`config.mk`:
```
export PLATFORM = sky130hd
export DESIGN_NAME = uart_cmd_scheduler_flat
export DESIGN_NICKNAME = d
export VERILOG_FILES = /design/src/rtl/uart_cmd_scheduler_pkg.sv /design/src/rtl/uart_cmd_scheduler_if.sv /design/src/rtl/uart_cmd_event_tracker.sv /design/src/rtl/uart_cmd_scheduler.sv /design/src/flat_wrapper.sv
export SDC_FILE = /design/constraint.sdc
export NUM_CORES = 1
export LEC_CHECK = 0
export ABC_AREA = 0
export BUFFER_PORTS_ARGS = -buffer_cell sky130_fd_sc_hd__clkbuf_2
export CAP_MARGIN = 10
export CORE_UTILIZATION = 43
export CTS_BUF_LIST = sky130_fd_sc_hd__clkbuf_16
export DETAILED_ROUTE_END_ITERATION = 7
export PLACE_DENSITY_LB_ADDON = 0.2
export SYNTH_ARGS = -nofsm -noshare
export SYNTH_HDL_FRONTEND = slang
export SYNTH_SLANG_ARGS = --single-unit
```
`constraint.sdc`:
```
create_clock -name clk -period 3.7 [get_ports clk]
set_input_delay 0.37 -clock clk [delete_from_list [all_inputs] [get_ports clk]]
set_output_delay 0.37 -clock clk [all_outputs]
set_load 0.02 [all_outputs]
```
`src/rtl/uart_cmd_scheduler_pkg.sv`:
```
// Shared types and command bytes for the UART command scheduler.
package uart_cmd_scheduler_pkg;

    typedef enum logic [2:0] {IDLE, ISSUE, WAIT_ACK, WAIT_DONE, GAP} state_t;

    // Winning event class presented by the tracker to the FSM.
    typedef enum logic [2:0] {EV_NONE, EV_MAC, EV_CHG, EV_STOP, EV_REP, EV_HB} ev_sel_t;

    localparam logic [7:0] CMD_STOP   = 8'hFF;
    localparam logic [7:0] CMD_WAVE   = 8'h1A;
    localparam logic [7:0] CMD_CIRCLE = 8'h19;
    localparam logic [7:0] CMD_PUIPUI = 8'h10;

    // Drive directions are a bitmask; diagonals OR two of these together.
    localparam logic [7:0] DIR_UP    = 8'h01;
    localparam logic [7:0] DIR_DOWN  = 8'h02;
    localparam logic [7:0] DIR_LEFT  = 8'h04;
    localparam logic [7:0] DIR_RIGHT = 8'h08;

endpackage

```
`src/rtl/uart_cmd_scheduler_if.sv`:
```
// Command-source / transmitter bundle of the UART command scheduler.
interface uart_cmd_scheduler_if;
    logic       drv_valid;
    logic [7:0] drv_cmd;
    logic       mac_req;
    logic [7:0] mac_cmd;
    logic       mac_ack;
    logic       tx_start;
    logic [7:0] tx_data;
    logic       tx_busy;
    logic       sched_busy;
    logic       mac_ovf;
    logic       tx_err;

    modport master (output drv_valid, drv_cmd, mac_req, mac_cmd, tx_busy,
                    input  mac_ack, tx_start, tx_data, sched_busy, mac_ovf, tx_err);
    modport slave  (input  drv_valid, drv_cmd, mac_req, mac_cmd, tx_busy,
                    output mac_ack, tx_start, tx_data, sched_busy, mac_ovf, tx_err);
endinterface

```
`src/rtl/uart_cmd_event_tracker.sv`:
```
// Drive/macro event bookkeeping and priority selection for the scheduler.
// CMD_HEARTBEAT_EN adds an idle heartbeat (8'hFF) as the lowest-priority event.
module uart_cmd_event_tracker
    import uart_cmd_scheduler_pkg::*;
#(
    parameter int REPEAT_CYCLES = 5000000,
    parameter int CNT_W         = 23
) (
    input  logic       clk,
    input  logic       reset,
    input  logic       drv_valid,
    input  logic [7:0] drv_cmd,
    input  logic       mac_req,
    input  logic [7:0] mac_cmd,
`ifdef CMD_HEARTBEAT_EN
    input  logic       idle,
`endif
    input  logic       take,
    output ev_sel_t    ev_sel,
    output logic [7:0] ev_byte,
    output logic       mac_pend,
    output logic       mac_ack,
    output logic       mac_ovf
);
    localparam logic [CNT_W-1:0] REP_MAX = CNT_W'(REPEAT_CYCLES);

    logic             drv_prev, stop_pend;
    logic [7:0]       last_drv, mac_hold;
    logic [CNT_W-1:0] rep_cnt;
    logic             chg, rel, rep_due, hb_due;

    assign chg     = drv_valid && (!drv_prev || drv_cmd != last_drv);
    assign rel     = !drv_valid && drv_prev;
    assign rep_due = drv_valid && !chg && rep_cnt == REP_MAX;

`ifdef CMD_HEARTBEAT_EN
    localparam int HB_W = CNT_W + 2;
    localparam logic [HB_W-1:0] HB_MAX = HB_W'(REPEAT_CYCLES * 4);
    logic [HB_W-1:0] hb_cnt;
    assign hb_due = hb_cnt == HB_MAX;
    always_ff @(posedge clk or negedge reset) begin
        if (!reset)
            hb_cnt <= '0;
        else if (take || drv_valid || mac_pend || stop_pend || rel || rep_due || !idle)
            hb_cnt <= '0;
        else if (!hb_due)
            hb_cnt <= hb_cnt + HB_W'(1);
    end
`else
    assign hb_due = 1'b0;
`endif

    always_comb begin
        ev_sel  = EV_NONE;
        ev_byte = CMD_STOP;
        if (mac_pend) begin
            ev_sel  = EV_MAC;
            ev_byte = mac_hold;
        end else if (chg) begin
            ev_sel  = EV_CHG;
            ev_byte = drv_cmd;
        end else if (stop_pend || rel) begin
            ev_sel  = EV_STOP;
        end else if (rep_due) begin
            ev_sel  = EV_REP;
            ev_byte = last_drv;
        end else if (hb_due) begin
            ev_sel  = EV_HB;
        end
    end

    always_ff @(posedge clk or negedge reset) begin
        if (!reset) begin
            drv_prev  <= 1'b0;
            last_drv  <= CMD_STOP;
            stop_pend <= 1'b0;
            rep_cnt   <= '0;
            mac_hold  <= CMD_STOP;
            mac_pend  <= 1'b0;
            mac_ack   <= 1'b0;
            mac_ovf   <= 1'b0;
        end else begin
            drv_prev <= drv_valid;
            mac_ack  <= mac_req && !mac_pend;
            if (take && ev_sel == EV_MAC) mac_pend <= 1'b0;
            if (mac_req) begin
                if (mac_pend) mac_ovf <= 1'b1;
                else begin
                    mac_hold <= mac_cmd;
                    mac_pend <= 1'b1;
                end
            end
            // A release that is taken the same cycle never needs latching.
            if (take && ev_sel == EV_STOP)   stop_pend <= 1'b0;
            else if (rel)                    stop_pend <= 1'b1;
            else if (drv_valid && !drv_prev) stop_pend <= 1'b0;
            if (take && ev_sel == EV_CHG)  last_drv <= drv_cmd;
            if (take && ev_sel == EV_STOP) last_drv <= CMD_STOP;
            if (take && (ev_sel == EV_CHG || ev_sel == EV_STOP || ev_sel == EV_REP))
                rep_cnt <= '0;
            else if (rep_cnt != REP_MAX)
                rep_cnt <= rep_cnt + CNT_W'(1);
        end
    end
endmodule

```
`src/rtl/uart_cmd_scheduler.sv`:
```
// Arbitrates drive and macro commands onto one UART transmitter with gap/ack control.
// Build option CMD_HEARTBEAT_EN enables the idle heartbeat in the event tracker.
module uart_cmd_scheduler
    import uart_cmd_scheduler_pkg::*;
#(
    parameter int GAP_CYCLES    = 20840,
    parameter int REPEAT_CYCLES = 5000000,
    parameter int ACK_TIMEOUT   = 1024,
    parameter int CNT_W         = 23
) (
    input  logic                clk,
    input  logic                reset,
    uart_cmd_scheduler_if.slave bus
);
    localparam logic [CNT_W-1:0] GAP_LAST = CNT_W'(GAP_CYCLES - 1);
    localparam logic [CNT_W-1:0] ACK_LAST = CNT_W'(ACK_TIMEOUT - 1);

    state_t           state;
    logic [CNT_W-1:0] cnt;
    logic             tx_start_r, tx_err_r;
    logic [7:0]       tx_data_r, ev_byte;
    ev_sel_t          ev_sel;
    logic             mac_pend, take;

    // Never launch into a transmitter that still reports busy.
    assign take = (state == IDLE) && (ev_sel != EV_NONE) && !bus.tx_busy;

    uart_cmd_event_tracker #(.REPEAT_CYCLES(REPEAT_CYCLES), .CNT_W(CNT_W)) u_trk (
        .clk(clk), .reset(reset),
        .drv_valid(bus.drv_valid), .drv_cmd(bus.drv_cmd),
        .mac_req(bus.mac_req), .mac_cmd(bus.mac_cmd),
`ifdef CMD_HEARTBEAT_EN
        .idle(state == IDLE),
`endif
        .take(take), .ev_sel(ev_sel), .ev_byte(ev_byte),
        .mac_pend(mac_pend), .mac_ack(bus.mac_ack), .mac_ovf(bus.mac_ovf)
    );

    always_ff @(posedge clk or negedge reset) begin
        if (!reset) begin
            state      <= IDLE;
            cnt        <= '0;
            tx_start_r <= 1'b0;
            tx_data_r  <= CMD_STOP;
            tx_err_r   <= 1'b0;
        end else begin
            tx_start_r <= 1'b0;
            case (state)
                IDLE: if (take) begin
                    tx_data_r  <= ev_byte;
                    tx_start_r <= 1'b1;
                    state      <= ISSUE;
                end
                ISSUE: begin
                    cnt   <= '0;
                    state <= WAIT_ACK;
                end
                WAIT_ACK: begin
                    if (bus.tx_busy) state <= WAIT_DONE;
                    else if (cnt == ACK_LAST) begin
                        tx_err_r <= 1'b1;
                        cnt      <= '0;
                        state    <= GAP;
                    end else cnt <= cnt + CNT_W'(1);
                end
                WAIT_DONE: if (!bus.tx_busy) begin
                    cnt   <= '0;
                    state <= GAP;
                end
                GAP: begin
                    if (cnt == GAP_LAST) state <= IDLE;
                    else cnt <= cnt + CNT_W'(1);
                end
                default: state <= IDLE;
            endcase
        end
    end

    assign bus.tx_start   = tx_start_r;
    assign bus.tx_data    = tx_data_r;
    assign bus.tx_err     = tx_err_r;
    assign bus.sched_busy = (state != IDLE) || mac_pend;
endmodule

```
`src/flat_wrapper.sv`:
```
// flat-port wrapper written by rule: the top's interface ports become plain ports
module uart_cmd_scheduler_flat import uart_cmd_scheduler_pkg::*;
#(
    parameter int GAP_CYCLES    = 20840,
    parameter int REPEAT_CYCLES = 5000000,
    parameter int ACK_TIMEOUT   = 1024,
    parameter int CNT_W         = 23
)
  (clk, reset, bus_drv_valid, bus_drv_cmd, bus_mac_req, bus_mac_cmd, bus_tx_busy, bus_mac_ack, bus_tx_start, bus_tx_data, bus_sched_busy, bus_mac_ovf, bus_tx_err);
  uart_cmd_scheduler_if bus_i ();
  input  logic clk;
  input  logic reset;
  input wire logic [$bits(bus_i.drv_valid)-1:0] bus_drv_valid;
  input wire logic [$bits(bus_i.drv_cmd)-1:0] bus_drv_cmd;
  input wire logic [$bits(bus_i.mac_req)-1:0] bus_mac_req;
  input wire logic [$bits(bus_i.mac_cmd)-1:0] bus_mac_cmd;
  input wire logic [$bits(bus_i.tx_busy)-1:0] bus_tx_busy;
  output wire logic [$bits(bus_i.mac_ack)-1:0] bus_mac_ack;
  output wire logic [$bits(bus_i.tx_start)-1:0] bus_tx_start;
  output wire logic [$bits(bus_i.tx_data)-1:0] bus_tx_data;
  output wire logic [$bits(bus_i.sched_busy)-1:0] bus_sched_busy;
  output wire logic [$bits(bus_i.mac_ovf)-1:0] bus_mac_ovf;
  output wire logic [$bits(bus_i.tx_err)-1:0] bus_tx_err;
  assign bus_i.drv_valid = bus_drv_valid;
  assign bus_i.drv_cmd = bus_drv_cmd;
  assign bus_i.mac_req = bus_mac_req;
  assign bus_i.mac_cmd = bus_mac_cmd;
  assign bus_i.tx_busy = bus_tx_busy;
  assign bus_mac_ack = bus_i.mac_ack;
  assign bus_tx_start = bus_i.tx_start;
  assign bus_tx_data = bus_i.tx_data;
  assign bus_sched_busy = bus_i.sched_busy;
  assign bus_mac_ovf = bus_i.mac_ovf;
  assign bus_tx_err = bus_i.tx_err;
  uart_cmd_scheduler #(.GAP_CYCLES(GAP_CYCLES), .REPEAT_CYCLES(REPEAT_CYCLES), .ACK_TIMEOUT(ACK_TIMEOUT), .CNT_W(CNT_W)) u_core (.clk(clk), .reset(reset), .bus(bus_i));
endmodule
```
==> reports/summary.txt, run 1 <==
clk_lat worst skew - 0.34 ns
Buf/Inv on CP - 0
critical path depth in cells - 7
fmax - 0.3930 GHz
CTS H-tree lvls - 3
final layout net count - 480
met1 GRT Util - 25.53%
CP Class - register to register
core area - 0.009284 mm^2
critical path's top delay family - simple AND/OR/NAND/NOR gates
worst-path maximum fanout - 18
Via density - 5.354
Final GP Congestion - 0.7826
Die W - 100.1 um
Core Util, Final - 51.11%
setup TNS - 0 ns
min Tclk post-route - 2.544 ns
post-CTS setup repair buffer count - 0
post-synthesis sequential area ratio - 49.09%
final setup skew - 0.009062 ns
slowest CP cell - nor3b_4
status - finished clean
die height - 100.1 um
post-layout instance count excluding filler cells - 590
cts hold-fix bufs - 0
die outline area - 0.01002 mm^2
wire length per cell - 14.62 um
EDFF count, synth - 0
Row Count - 35
GRT Total Usage - 19.26%
Critical Path, Cell by Cell - ha_1 -> nand4_1 -> or3_1 -> nor4_2 -> a21oi_1 -> nor3b_4 -> nor2_1
initial core utilization - 44.58%
Min-Delay Path Class - primary input to asynchronous set/reset pin
warnings from Yosys - 0
Area Overhead vs Synth - 14.63%
synthesized area - 0.004139 mm^2
DR pass1 iterations - 4
worst r2r path cells - 7
register bit count reported by yosys - 80
HPWL after DPL - 5933 um
ratio of cells with drive above 1 in the final layout - 20.61%
CTS Sinks - 80
Placed Cells incl. Taps - 574
busiest grt layer - met2
Final Hold Viols - 0
via count - 3159
Final Setup Violations - 0
met2 Usage GRT - 31.14%
Slew Limit Fails - 0
# diodes - 0
period utilization - 68.77%
Leak - 1.999 nW
grt ovf - 0
IO buf count - 33
reg-to-reg slack, setup - 1.16 ns
Detailed Route Iter0 Violations - 177
worst path arrival time - 2.73 ns
Clock Tree Root - clkbuf_16
FFs w/ async S/R, synth - 100.0%
slew at the pin with the worst max-slew slack - 1.007 ns
syn avg cell area - 9.808 um^2
CTS max path bufs - 2
ANT nets after route - 0
largest net degree at the start of global routing - 81
r2r startpoint - u_core.cnt[1]
max_cap viols - 0
Reg2Reg Capture Point - u_core.cnt[7]
Slew HR - 32.90%
P per Cell Area - 426.8 mW/mm^2
Worst setup SP type - register
io pins - 34
count of cell types in the netlist - 52
CTS tree - done
# DRC - 0
RSZ-0062 raised after global routing - no
Cells after Synth - 422
Largest stage delay, worst path - 0.62 ns
first-pass GRT wire length - 15080 um
initial antenna violation count - 0
post-cts resize count - 0
Peak VDD IR - 237.3 uV
top_reg_cell synth - dfrtp_1
vias in the first global route - 3195
CTS buffer count - 9
Clock transition at path regs - 0.07 ns
crit path capture type - register
syn nets - 446
final wirelength - 8623 um
grt met3 use - 3.760%
Req. time, crit path - 3.89 ns
==> Yosys cell counts, types with 2 or more instances <==
master	count	share of area [%]
nand2b_1	11	1.7
nor3_2	2	0.48
o21ai_0	12	1.5
and3_1	7	1.1
xnor2_1	25	5.3
a21o_1	4	0.73
o221ai_1	6	1.3
ha_1	3	0.91
or3_1	3	0.45
a221o_1	2	0.48
nand4_1	8	1.2
inv_1	9	0.82
buf_2	4	0.48
nor4b_1	4	0.85
nand2_1	34	3.1
nor4bb_1	2	0.48
mux2_2	9	2.4
clkbuf_1	7	0.63
nor4_1	8	1.2
a21oi_1	10	1.2
xor2_1	23	4.9
nand3_1	19	2.3
o22a_1	8	1.7
o31ai_1	3	0.54
o211ai_1	2	0.36
dfstp_2	24	15
or4_1	4	0.73
nor3_1	14	1.7
or2_2	2	0.30
a31o_2	2	0.42
nor4_2	2	0.60
nor2b_1	3	0.45
o21ai_1	2	0.24
dfrtp_1	56	34
nor2_1	71	6.4
==> layout by cell type, fill, tap and decap left out, types with 4 or more instances in the layout <==
cell	instances
dfstp_2	24
mux2_2	9
xnor2_1	25
a21o_1	4
dfrtp_1	56
nand2_1	34
nand3_1	19
clkbuf_16	10
nor3_1	14
or4_1	4
inv_1	9
o22a_1	8
a21oi_1	10
o21ai_0	12
nor4_1	8
nor4b_1	4
xor2_1	23
nor2_1	71
nand4_1	8
o221ai_1	6
and3_1	7
nand2b_1	11
clkbuf_2	32
==> how the worst max path moves through the flow <==
stage | end | start | slack [ns]
6_report | u_core.cnt[7] | u_core.cnt[1] | 1.16
5_1_grt | u_core.cnt[10] | u_core.cnt[0] | 0.81
4_1_cts | u_core.cnt[9] | u_core.cnt[0] | 1.15
3_5_place_dp | u_core.cnt[9] | u_core.cnt[0] | 1.16
3_3_place_gp | u_core.cnt[6] | u_core.cnt[0] | 1.27
2_1_floorplan | u_core.cnt[4] | u_core.cnt[0] | 1.50
==> where the power goes <==
part / internal, mW / switching [mW]
Combinational: 0.0673 / 0.0631
Clock: 0.565 / 0.368
Sequential: 0.936 / 0.0248
Total: 1.57 / 0.456
==> stage by stage <==
| step | hold slack [ns] | instance area, um^2 | power (mW) | setup WS (ns) |
|---|---|---|---|---|
| finish | 0.1849 | 4745 | 2.025 | 1.156 |
| global route | 0.2367 | 4745 | 2.101 | 0.8145 |
| CTS | 0.2206 | 4745 | 2.052 | 1.149 |
| detailed placement | 0.4568 | 4429 | 1.111 | 1.162 |
| global placement | 0.4363 | 4429 | 1.104 | 1.274 |
| floorplan | 0.07441 | 4139 | 1.052 | 1.504 |
==> layer usage <==
metal / share of wire (%) / up-vias
met5: 0 / -
met4: 1.6 / 0
met3: 2.9 / 10
met2: 48 / 45
met1: 48 / 1549
li1: - / 1555
==> cell type report <==
type                            count  area [um^2]
Inverter                            9        33.78
Multi-Input combinational cell    321         2019
Clock inverter                      6        65.06
Timing Repair Buffer               35        182.7
Tap cell                          129        161.4
Fill cell                         866         4539
Sequential cell                    80         2032
Clock buffer                       10        250.2
==> kinds of logic (layout without fill, tap and decap cells) <==
family / count (synthesis) / in the layout / share of synthesized area (%)
AOI/OAI and AO/OA: 58 / 58 / 9.765
xor gates and xnor gates: 48 / 48 / 10.16
adders and majority gates: 3 / 3 / 0.9070
buffers and inverters: 21 / 60 / 2.116
DFF: 80 / 80 / 49.09
muxes: 9 / 9 / 2.449
and+or+nand+nor: 203 / 203 / 25.51
==> state kept, by name (all words and copies together) (netlist names) <==
signal	cells
u_core.bus.tx_data	8
u_core.bus.tx_err	1
u_core.bus.tx_start	1
u_core.u_trk.mac_ack	1
u_core.state	3
u_core.u_trk.stop_pend	1
u_core.u_trk.rep_cnt	23
u_core.u_trk.drv_prev	1
u_core.u_trk.mac_ovf	1
u_core.u_trk.last_drv	8
u_core.cnt	23
u_core.u_trk.mac_hold	8
u_core.u_trk.mac_pend	1
Note: power is estimated with default switching activity, not from simulation.
==> run 2: changes to the inputs <==
- clock period: 3.7 -> 2.5 ns (I/O delays scaled with it)
==> reports/summary.txt, run 2 (synthesis gave the netlist of run 1 again) <==
CTS H-tree lvls - 3
Final Setup Violations - 0
most common cell after layout, fill and taps aside - nor2_1
DR top layer - met4
Area Overhead vs Synth - 15.69%
P per Cell Area - 594.3 mW/mm^2
Critical Path, Cell by Cell - ha_1 -> nand3_1 -> or4_1 -> o31ai_1 -> nor3_2 -> a221o_1
CTS max path bufs - 2
Slew Limit Fails - 0
initial core utilization - 44.58%
Min-Delay Path Class - primary input to asynchronous set/reset pin
Die W - 100.1 um
GRT Total Usage - 18.69%
clk_lat worst skew - 0.34 ns
CTS tree - done
worst slack, placed - 0.1976 ns
Detailed Route Iter0 Violations - 121
Finished Cell Area - 0.004788 mm^2
Final Hold Viols - 0
Peak VDD IR - 313.8 uV
HPWL after DPL - 5776 um
crit path capture type - register
die outline area - 0.01002 mm^2
DR pass1 iterations - 4
critical path's top delay family - simple AND/OR/NAND/NOR gates
Largest stage delay, worst path - 0.52 ns
Clock transition at path regs - 0.06 ns
final layout net count - 488
max_cap viols - 0
final setup skew - 0.007665 ns
fraction of power spent switching nets - 23.78%
RSZ-0062 raised after global routing - no
ratio of cells with drive above 1 in the final layout - 22.17%
CTS Sinks - 80
most frequent cells in the layout - 71 x nor2_1, 56 x dfrtp_1, 34 x nand2_1
via count - 3185
worst-path maximum fanout - 5
Via density - 5.326
fmax - 0.4405 GHz
Largest regs - u_core.cnt x23, u_core.u_trk.rep_cnt x23
slew at the pin with the worst max-slew slack - 0.9902 ns
final hold slack - 0.07617 ns
largest net degree at the start of global routing - 81
Internal Pwr Total - 2.169 mW
routed wl met3 - 322 um
IO buf count - 33
switching pwr - 0.6767 mW
sequential power share - 49.6%
Final GP Congestion - 0.8015
Req. time, crit path - 2.73 ns
first-pass GRT wire length - 14660 um
CTS buffer count - 9
wire length per cell - 14.06 um
io pins - 34
worst path arrival time - 2.50 ns
period utilization - 90.80%
grt ovf - 0
vias in the first global route - 3123
wl on met1 - 4183 um
die height - 100.1 um
Logic pwr share - 7.1%
Slew HR - 33.99%
CP Class - register to register
Clock Tree Root - clkbuf_16
Leak - 2.025 nW
fill cell count - 859
# diodes - 0
Worst setup SP type - register
slowest CP cell - or4_1
initial antenna violation count - 0
Row Count - 35
post-cts resize count - 0
min Tclk post-route - 2.270 ns
setup TNS - 0 ns
cts hold-fix bufs - 0
core area - 0.009284 mm^2
clock network fraction of design power - 43.4%
status - finished clean
ANT nets after route - 0
setup slack after layout - 0.2299 ns
met2 wire len - 3757 um
final wirelength - 8406 um
placed cell area - 0.004502 mm^2
# DRC - 0
post-CTS setup repair buffer count - 0
Buf/Inv on CP - 0
worst r2r path cells - 6
critical path depth in cells - 6
==> run 2: worst register-to-register path: cells and delay by family (launching register included) <==
family	cells	cell delay, ns
adder cells (fa/ha/maj)	1	0.23
flip-flops	1	0.38
AO/OA/AOI/OAI	2	0.74
AND/OR/NAND/NOR	3	0.81
==> run 2: power groups by stage <==
stage,logic (mW),clock network (mW),registers (mW)
finish,0.201,1.23,1.41
global route,0.228,1.32,1.42
CTS,0.206,1.26,1.41
detailed placement,0.205,0,1.43
global placement,0.204,0,1.43
floorplan,0.128,0,1.43
==> run 2: path summary, 6_finish.rpt <==
kind	start	end	slack [ns]
worst max-delay path	u_core.cnt[0]	u_core.cnt[4]	0.23
worst min-delay path	reset	u_core.cnt[5]	0.08
worst max register to register	u_core.cnt[0]	u_core.cnt[4]	0.23
worst min register to register	u_core.u_trk.mac_ovf	u_core.u_trk.mac_ovf	0.46
max in group asynchronous	reset	u_core.bus.tx_err	1.78
min in group clk	bus_drv_valid	u_core.u_trk.drv_prev	0.12
==> run 2: layout make-up <==
| class | instances | area (um^2) | share of cell area, % |
|---|---|---|---|
| inverter | 9 | 33.78 | 0.7055 |
| tap | 129 | 161.4 | 3.371 |
| sequential | 80 | 2032 | 42.44 |
| clock inverter | 7 | 52.55 | 1.097 |
| timing repair buffer | 43 | 255.2 | 5.331 |
| clock buffer | 9 | 225.2 | 4.703 |
| multi-input combinational | 321 | 2028 | 42.36 |
==> run 2: metrics by stage <==
stage | std cells | util (%) | power [mW]
global placement | 582 | 48.49 | 1.637
detailed placement | 582 | 48.49 | 1.639
finish | 598 | 51.58 | 2.846
floorplan | 422 | - | 1.557
global route | 598 | 51.58 | 2.967
CTS | 598 | 51.48 | 2.882
==> run 2: per-layer routing <==
metal	vias to the layer above	track usage, %
li1	1575	-
met1	1535	25.60
met2	62	28.81
met3	13	4.666
met4	0	6.912
met5	-	0
==> run 3: changes to the inputs <==
==> constraint.sdc (replaced) <==
create_clock -name clk -period 2.5 [get_ports clk]
set_input_delay 0.125 -clock clk [delete_from_list [all_inputs] [get_ports clk]]
set_output_delay 0.125 -clock clk [all_outputs]
set_load 0.02 [all_outputs]
==> reports/summary.txt, run 3 (synthesis gave the netlist of run 1 again) <==
CTS tree - done
Clock Tree Root - clkbuf_16
wire length per cell - 13.99 um
period utilization - 90.83%
die outline area - 0.01002 mm^2
CP Class - register to register
status - finished clean
sequential power share - 49.5%
worst path arrival time - 2.54 ns
initial antenna violation count - 0
Final Hold Viols - 0
slew at the pin with the worst max-slew slack - 1.006 ns
HPWL after DPL - 5776 um
via count - 3205
final setup skew - 0.007748 ns
CTS Sinks - 80
# DRC - 0
max_cap viols - 0
setup TNS - 0 ns
min Tclk post-route - 2.271 ns
CTS buffer count - 9
Leak - 2.038 nW
Area Overhead vs Synth - 16.41%
post-route total power - 2.849 mW
most common cell after layout, fill and taps aside - nor2_1
IO buf count - 33
Final Setup Violations - 0
grt ovf - 0
Clock transition at path regs - 0.07 ns
clock network fraction of design power - 43.3%
Peak VDD IR - 313.8 uV
final wirelength - 8406 um
Row Count - 35
switching pwr - 0.6765 mW
worst-path maximum fanout - 6
# diodes - 0
Internal Pwr Total - 2.172 mW
Die W - 100.1 um
Detailed Route Iter0 Violations - 121
initial core utilization - 44.58%
crit path capture type - register
P per Cell Area - 591.2 mW/mm^2
die height - 100.1 um
core area - 0.009284 mm^2
GRT Total Usage - 18.76%
Reg area - 0.002032 mm^2
ratio of cells with drive above 1 in the final layout - 22.03%
fmax - 0.4404 GHz
Req. time, crit path - 2.76 ns
most frequent cells in the layout - 71 x nor2_1, 56 x dfrtp_1, 34 x nand2_1
DR pass1 iterations - 4
CTS max path bufs - 2
area of the multi-input gates - 0.002028 mm^2
largest net degree at the start of global routing - 81
io pins - 34
ANT nets after route - 0
fill cell count - 856
fraction of power spent switching nets - 23.75%
Slew Limit Fails - 0
Min-Delay Path Class - primary input to register
CTS H-tree lvls - 3
Largest regs - u_core.cnt x23, u_core.u_trk.rep_cnt x23
final layout net count - 491
Slew HR - 32.96%
Via density - 5.333
vias in the first global route - 3144
Final GP Congestion - 0.8015
RSZ-0062 raised after global routing - no
Worst setup SP type - register
clk_lat worst skew - 0.34 ns
Logic pwr share - 7.2%
first-pass GRT wire length - 14730 um
-- run 3: power groups by stage --
stage               clock network [mW]  registers, mW  logic, mW
floorplan                            0           1.43      0.128
global placement                     0           1.43      0.204
detailed placement                   0           1.43      0.205
CTS                               1.26           1.41      0.209
global route                      1.32           1.42      0.232
finish                            1.23           1.41      0.205
-- run 3: per-layer routing --
metal	share of wire, %	vias up	GRT usage [%]	wire, um
li1	-	1584	-	-
met1	49	1541	25.65	4159
met2	45	69	29.02	3756
met3	4.2	11	4.666	353
met4	1.6	0	6.912	137
met5	0	-	0	0
-- run 3: worst max-delay path, stage by stage, from the launching register on --
cell	delay, ns
dfstp_2	0.55
xor2_1	0.11
nor4_2	0.32
nand4_1	0.22
or4_1	0.68
o221ai_1	0.22
o21ai_0	0.10
-- run 3: worst paths after layout --
path                                     startpoint                       end  slack (ns)  depth (start not counted)
max                        u_core.u_trk.last_drv[6]     u_core.bus.tx_data[0]        0.23                          6
max reg2reg                u_core.u_trk.last_drv[6]     u_core.bus.tx_data[0]        0.23                          6
min in group asynchronous                     reset             u_core.cnt[5]        0.47                          2
min reg2reg                    u_core.u_trk.mac_ovf      u_core.u_trk.mac_ovf        0.46                          1
max in group asynchronous                     reset      u_core.u_trk.mac_ack        1.35                          2
min                                  bus_mac_cmd[1]  u_core.u_trk.mac_hold[1]        0.02                          2
-- run 3: timing repair --
action,in CTS,in global routing
gates resized for setup,0,1
hold buffers,3,0
setup buffers,0,0
endpoints found under the setup margin,0,18
hold endpoints to repair,16,0
-- run 3: metrics by stage --
step	cell area [um^2]	hold WS, ns	cells	utilization [%]	setup slack [ns]
after floorplan	4139	-0.1706	422	-	0.3036
after global placement	4502	0.3397	582	48.49	0.1941
after detailed placement	4502	0.3388	582	48.49	0.1976
after CTS	4810	0.005024	601	51.81	0.1707
after global routing	4818	0.008512	601	51.90	0.05001
final	4818	0.01515	601	51.90	0.2292
-- run 3: cell type report --
class,instances,area share [%]
Clock buffer,9,4.674
Clock inverter,7,1.091
Inverter,9,0.7011
Multi-Input combinational cell,321,42.09
Sequential cell,80,42.17
Tap cell,129,3.350
Timing Repair Buffer,46,5.921
